**src/rtl/dr_req_arbiter.sv**
```systemverilog
// dr_req_arbiter: round-robin merge of NPORTS L2 request channels into one directory-bank request channel.
// Optional build macro DR_REQ_ARB_STATS_EN adds saturating per-port grant counters and a stall counter.
package dr_req_arbiter_pkg;
    typedef struct packed {
        logic [4:0]  nid;
        logic [5:0]  l2id;
        logic [2:0]  cmd;
        logic [49:0] paddr;
    } I_l2todr_req_type;
endpackage

module dr_req_arbiter
    import dr_req_arbiter_pkg::*;
#(
    parameter int NPORTS = 4,
    parameter int PW     = $clog2(NPORTS)
) (
    input  logic                                       clk,
    input  logic                                       reset,
    input  logic [NPORTS-1:0]                          in_valid,
    output logic [NPORTS-1:0]                          in_retry,
    input  logic [NPORTS*$bits(I_l2todr_req_type)-1:0] in_req,
    output logic                                       out_valid,
    input  logic                                       out_retry,
    output I_l2todr_req_type                           out_req,
    output logic [PW-1:0]                              out_port
`ifdef DR_REQ_ARB_STATS_EN
    ,
    output logic [NPORTS*16-1:0]                       stat_grant_cnt,
    output logic [15:0]                                stat_stall_cnt
`endif
);
    localparam int RW = $bits(I_l2todr_req_type);

    logic [NPORTS-1:0] r_buf_v;
    I_l2todr_req_type  r_buf_d [NPORTS];
    logic              r_out_valid;
    I_l2todr_req_type  r_out_req;
    logic [PW-1:0]     r_out_port;
    logic [PW-1:0]     r_last_grant;

    logic              w_out_free;
    logic [NPORTS-1:0] w_grant;
    logic [NPORTS-1:0] w_acc;
    logic              w_found;
    logic [PW-1:0]     w_gidx;

    assign w_out_free = ~r_out_valid | ~out_retry;
    assign in_retry   = r_buf_v & ~w_grant;
    assign w_acc      = in_valid & ~in_retry;

    // Arbitration: scan from the port after the last winner, wrapping at NPORTS-1.
    always_comb begin
        logic [PW:0] idx;
        w_grant = '0;
        w_found = 1'b0;
        w_gidx  = '0;
        idx     = '0;
        if (w_out_free) begin
            for (int k = 1; k <= NPORTS; k++) begin
                idx = {1'b0, r_last_grant} + (PW+1)'(k);
                if (idx >= (PW+1)'(NPORTS)) idx = idx - (PW+1)'(NPORTS);
                if (!w_found && r_buf_v[idx[PW-1:0]]) begin
                    w_found                 = 1'b1;
                    w_gidx                  = idx[PW-1:0];
                    w_grant[idx[PW-1:0]]    = 1'b1;
                end
            end
        end
    end

    // Input buffer stage: a granted entry may be refilled on the same edge.
    always_ff @(posedge clk) begin
        if (reset) begin
            r_buf_v <= '0;
        end else begin
            r_buf_v <= (r_buf_v & ~w_grant) | w_acc;
        end
    end

    always_ff @(posedge clk) begin
        for (int i = 0; i < NPORTS; i++) begin
            if (w_acc[i]) r_buf_d[i] <= in_req[i*RW +: RW];
        end
    end

    // Output stage: holds while the bank retries; last_grant moves only with a grant.
    always_ff @(posedge clk) begin
        if (reset) begin
            r_out_valid  <= 1'b0;
            r_out_req    <= '0;
            r_out_port   <= '0;
            r_last_grant <= PW'(NPORTS-1);
        end else if (w_out_free) begin
            r_out_valid <= w_found;
            if (w_found) begin
                r_out_req    <= r_buf_d[w_gidx];
                r_out_port   <= w_gidx;
                r_last_grant <= w_gidx;
            end
        end
    end

    assign out_valid = r_out_valid;
    assign out_req   = r_out_req;
    assign out_port  = r_out_port;

`ifdef DR_REQ_ARB_STATS_EN
    logic [15:0] r_grant_cnt [NPORTS];
    logic [15:0] r_stall_cnt;

    function automatic logic [15:0] sat_inc(input logic [15:0] v);
        return (v == 16'hFFFF) ? v : v + 16'd1;
    endfunction

    always_ff @(posedge clk) begin
        if (reset) begin
            for (int i = 0; i < NPORTS; i++) r_grant_cnt[i] <= '0;
            r_stall_cnt <= '0;
        end else begin
            for (int i = 0; i < NPORTS; i++) begin
                if (w_grant[i]) r_grant_cnt[i] <= sat_inc(r_grant_cnt[i]);
            end
            if (r_out_valid && out_retry) r_stall_cnt <= sat_inc(r_stall_cnt);
        end
    end

    always_comb begin
        stat_grant_cnt = '0;
        for (int i = 0; i < NPORTS; i++) stat_grant_cnt[i*16 +: 16] = r_grant_cnt[i];
    end

    assign stat_stall_cnt = r_stall_cnt;
`endif

endmodule

```
**config.mk**
```make
export PLATFORM = sky130hd
export DESIGN_NAME = dr_req_arbiter
export DESIGN_NICKNAME = d
export VERILOG_FILES = /design/src/rtl/dr_req_arbiter.sv
export SDC_FILE = /design/constraint.sdc
export NUM_CORES = 1
export LEC_CHECK = 0
export BUFFER_PORTS_ARGS = -buffer_cell sky130_fd_sc_hd__buf_2
export CORE_AREA = 4 4 192 194
export CTS_BUF_LIST = sky130_fd_sc_hd__clkbuf_8
export DETAILED_ROUTE_END_ITERATION = 8
export DIE_AREA = 0 0 196 198
export HOLD_SLACK_MARGIN = 0.06
export PLACE_DENSITY = 0.66
export SYNTH_ARGS = -nofsm -noshare
export SYNTH_HDL_FRONTEND = slang
export SYNTH_SLANG_ARGS = --single-unit
```
**constraint.sdc**
```tcl
create_clock -name clk -period 7 [get_ports clk]
set_input_delay 0 -clock clk [delete_from_list [all_inputs] [get_ports clk]]
set_output_delay 0 -clock clk [all_outputs]
set_load 0.01 [all_outputs]
```
==> results of run 1 <==
-- cell families after synthesis --
logic type | after synthesis | synth area share, %
DFF | 329 | 74.9
and+or+nand+nor | 103 | 3.78
muxes | 135 | 11.5
adders and majority gates | 8 | 0.820
AOI/OAI and AO/OA | 96 | 6.48
buffers and inverters | 50 | 2.50
-- per-stage QoR --
| stage | hold slack, ps | worst slack [ps] | area, um2 | utilization [%] | std cells |
|---|---|---|---|---|---|
| 2_1_floorplan | 98.9 | 2630 | 12200 | - | 721 |
| 3_3_place_gp | 177 | 2410 | 14300 | 40.5 | 1478 |
| 3_5_place_dp | 178 | 2360 | 14300 | 40.5 | 1478 |
==> results by group, run 1 <==
Clock network
  • Post-cts sizing count: 0
  • Post-CTS setup buffers: 0
  • TritonCTS Buffers: 54
  • CTS Root Cell: clkbuf_8
  • Sink Count: 329
  • H-tree depth: 2
  • Cts-stage hold buffer count: 316
  • Clock buffer depth: 3

Logic synthesis
  • Most common cell in the netlist: edfxtp_1
  • Number of synthesized flops with an enable pin: 256
  • Post-synth top area share: 63.0%
  • Synthesized area: 0.0122 mm2
  • Top cells by count, synth: edfxtp_1 (256), mux2i_1 (131), nand2_1 (78)
  • Synth Instances: 721
  • Ys flop type: edfxtp_1
  • Synth area leaders: edfxtp_1 (63%), dfxtp_1 (12%), mux2i_1 (11%)
  • #FFs+latches synth: 329
  • Mean post-synth cell area: 16.9 um2
  • Syn_nets: 992
  • Yosys top cell by area: edfxtp_1
  • Netlist cell types: 33
  • Sequential area share after synthesis: 74.9%
  • Ys async rst share: 0%
  • Yosys warning count: 0

Place
  • Hpwl dp: 20.1 mm
  • Input/output buffers: 333
  • Final Wtd Congestion: 0.763

Status
  • Failing step: 4_1_cts
  • Status: aborted with a tool error
  • Tool error: [ERROR RSZ-0060] Max buffer count reached.

Floorplanning
  • Row count: 69
  • Initial Util: 34.7%
  • I/O pin count: 334
  • Chip width: 196 um
  • Die Y: 198 um
==> run 2: changes to the inputs <==
CORE_AREA = 4 4 253 255   (was 4 4 192 194)
CTS_BUF_LIST = unset   (was sky130_fd_sc_hd__clkbuf_8)
DIE_AREA = 0 0 257 259   (was 0 0 196 198)
HOLD_SLACK_MARGIN = unset   (was 0.06)
PLACE_DENSITY = unset   (was 0.66)
PLACE_DENSITY_LB_ADDON = 0.15   (was unset)
==> run 2 against run 1 <==
Compared with the run above:
- the run now ends clean
- synthesized cell count is the same
- area after synthesis is the same
==> results by group, run 2 <==
Clock network
  • Post-CTS setup buffers: 0 (unchanged)
  • Clock buffer depth: 3 (unchanged)
  • Clk pin slew, worst setup/hold paths: 60 ps
  • TritonCTS clock tree: yes
  • H-tree depth: 2 (unchanged)
  • CTS Root Cell: clkbuf_16
  • Clock latency on the worst-skew pair: 540 ps
  • Sink Count: 329 (unchanged)
  • TritonCTS Buffers: 41 (-24%)
  • Post-cts sizing count: 0 (unchanged)

Power and ir drop
  • Sequential power share: 37.5%
  • Switching part of the total: 32.5%
  • Clock power share: 30.4%
  • Total power: 7.03 mW
  • VDD IR-drop max: 0.204 mV
  • Comb pwr share: 32.1%
  • Leak: 7.79 nW
  • PD cells: 373 mW/mm2
  • Internal: 4.75 mW
  • Net Sw Power: 2.29 mW

Place
  • Final Wtd Congestion: 0.736 (-3.5%)
  • Hpwl dp: 25.7 mm (+28%)
  • Input/output buffers: 333 (unchanged)
  • Post-placement cell count: 1860 (+26%)

Status
  • Status: finished clean

Finish
  • Most frequent cells in the layout: buf_2 (333), dlygate4sd3_1 (267), edfxtp_1 (256)
  • Nets@finish: 1604
  • Largest register FFs: 256
  • Layout area overhead: 54.3%
  • Post-Layout Cell Count: 2205
  • Largest Register: r_buf_d
  • Layout cell share with drive strength beyond 1: 30.7%
  • Commonest non-fill, non-tap cell in the layout: buf_2

Setup path
  • R2R setup slack: 2340 ps
  • Critical Path RT: 7210 ps
  • Critical Path Fanout Max: 45
  • Crit-path slowest cell: dfxtp_1
  • Largest stage delay, worst path: 780 ps
  • Setup CP Type: register to register
  • Crit end category: register
  • Startpoint Class: register
  • Worst-path cell chain: inv_1, ha_1, mux4_2, nor4b_4, a22o_1, o21ai_0, nand2_1, and2_4, buf_4
  • Data arrival time of the critical path: 4870 ps

Logic synthesis
  • Yosys warning count: 0 (unchanged)
  • Most common cell in the netlist: edfxtp_1
  • Ys async rst share: 0% (unchanged)
  • Syn_nets: 992 (unchanged)
  • Synth Instances: 721 (unchanged)
  • Sequential area share after synthesis: 74.9% (unchanged)
  • Post-synth top area share: 63.0% (unchanged)
  • Synth area leaders: edfxtp_1 (63%), dfxtp_1 (12%), mux2i_1 (11%)
  • Synthesized area: 0.0122 mm2 (unchanged)
  • Yosys top cell by area: edfxtp_1
  • Ys flop type: edfxtp_1
  • #FFs+latches synth: 329 (unchanged)
  • Number of synthesized flops with an enable pin: 256 (unchanged)
  • Top cells by count, synth: edfxtp_1 (256), mux2i_1 (131), nand2_1 (78)
  • Netlist cell types: 33 (unchanged)
  • Mean post-synth cell area: 16.9 um2 (unchanged)

Detailed routing
  • DR iter-0 viols: 386
  • Router iterations before antenna repair: 6
  • Routed WL per cell: 18.2 um
  • Antenna viol nets, final: 0
  • Routed vias: 8523
  • DRC errors left: 0
  • Routed WL: 40.1 mm
  • Routed vias/inst: 3.87

Global route
  • Gr ovfl total: 0
  • Largest net degree at the start of global routing: 65
  • Initial antenna violation count: 2
  • Gr usage total: 11.6%
  • Vias in the first global route: 9207
  • Global-route wire length before repair: 58.5 mm

Timing
  • Hold_ws: 162 ps
  • RSZ-0062 raised after global routing: false
  • Pins Over Slew Limit: 0
  • Setup TNS: 0 ps
  • Max frequency: 0.215 GHz
  • Slew @ Worst Pin: 1080 ps
  • Fin. Hold Viols: 0
  • Min Tclk post-route: 4660 ps
  • Final setup viols: 0
  • Worst slew margin: 27.9%
  • Crit share post-route: 66.6%
  • Skew final: 22.4 ps

Floorplanning
  • Die Y: 259 um (+31%)
  • Chip width: 257 um (+31%)
  • Initial Util: 19.8% (-15 points)
  • I/O pin count: 334 (unchanged)
  • Row count: 91 (+32%)
  • Core area: 0.0616 mm2
  • Die ar.: 0.0666 mm2

Job
  • Max_cap viols: 0

Worst hold path
  • Min-delay worst type: primary input to register
==> run 2: final cells by class <==
class                   count  area [um2]
clock buffers              60        1180
repair buffers            611        4450
multi-input cells         342        2790
inverters                   8        30.0
well taps                 837        1050
diodes                      2        5.00
fillers                  6242       42800
clock inverters            16         191
flip-flops and latches    329        9150
==> run 2: logic make-up (layout without fill, tap and decap cells) <==
kind of cell	Yosys count	in the layout	share of synthesized area (%)
compound gates	96	96	6.48
fa+ha+maj	8	8	0.820
buf+inv	50	695	2.50
flops	329	329	74.9
mux	135	135	11.5
other cells	0	2	0
simple gates	103	103	3.78
==> run 2: critical path: cells and delay by family (launching register included) <==
family / cells / cell delay [ps]
AO/OA/AOI/OAI: 2 / 270
adder cells (fa/ha/maj): 1 / 520
buffers and inverters: 2 / 710
flip-flops: 1 / 780
multiplexers: 1 / 710
AND/OR/NAND/NOR: 3 / 1300
==> run 2: timing repair <==
item                       CTS  global route
setup endpoints to repair    0             0
hold buffers               267             0
hold endpoints to repair   272             0
==> run 2: per-layer routing <==
layer	global-route usage, %	wire (um)	vias to the layer above
li1	-	-	4043
met1	14.5	17100	4190
met2	20.1	19900	242
met3	2.59	2160	48
met4	3.67	885	0
met5	0	0	-
==> run 2: worst paths after layout <==
check / startpoint / endpoint / cells after the start
hold reg to reg: out_req[42] / out_req[42] / 2
hold / removal: in_req[208] / r_buf_d[3][16] / 2
setup / recovery: r_last_grant[0] / r_buf_d[0][10] / 9
setup reg to reg: r_last_grant[0] / r_buf_d[0][10] / 9
==> run 2: metrics by stage <==
| stage | area (um2) | utilization [%] | worst slack (ps) |
|---|---|---|---|
| floorplan | 12200 | - | 2630 |
| global placement | 14800 | 24.0 | 2330 |
| detailed placement | 14800 | 24.0 | 2290 |
| CTS | 18800 | 30.6 | 2250 |
| global route | 18800 | 30.6 | 2020 |
| finish | 18800 | 30.6 | 2340 |
==> run 2: power by group through the flow <==
stage / clock network (mW) / registers, mW / logic (mW)
after CTS: 2.23 / 2.64 / 2.33
final: 2.14 / 2.64 / 2.25
after global routing: 2.31 / 2.67 / 2.46
after global placement: 0 / 2.68 / 2.19
after detailed placement: 0 / 2.68 / 2.20
after floorplan: 0 / 2.70 / 1.43
Power figures use the tool's default switching activity.
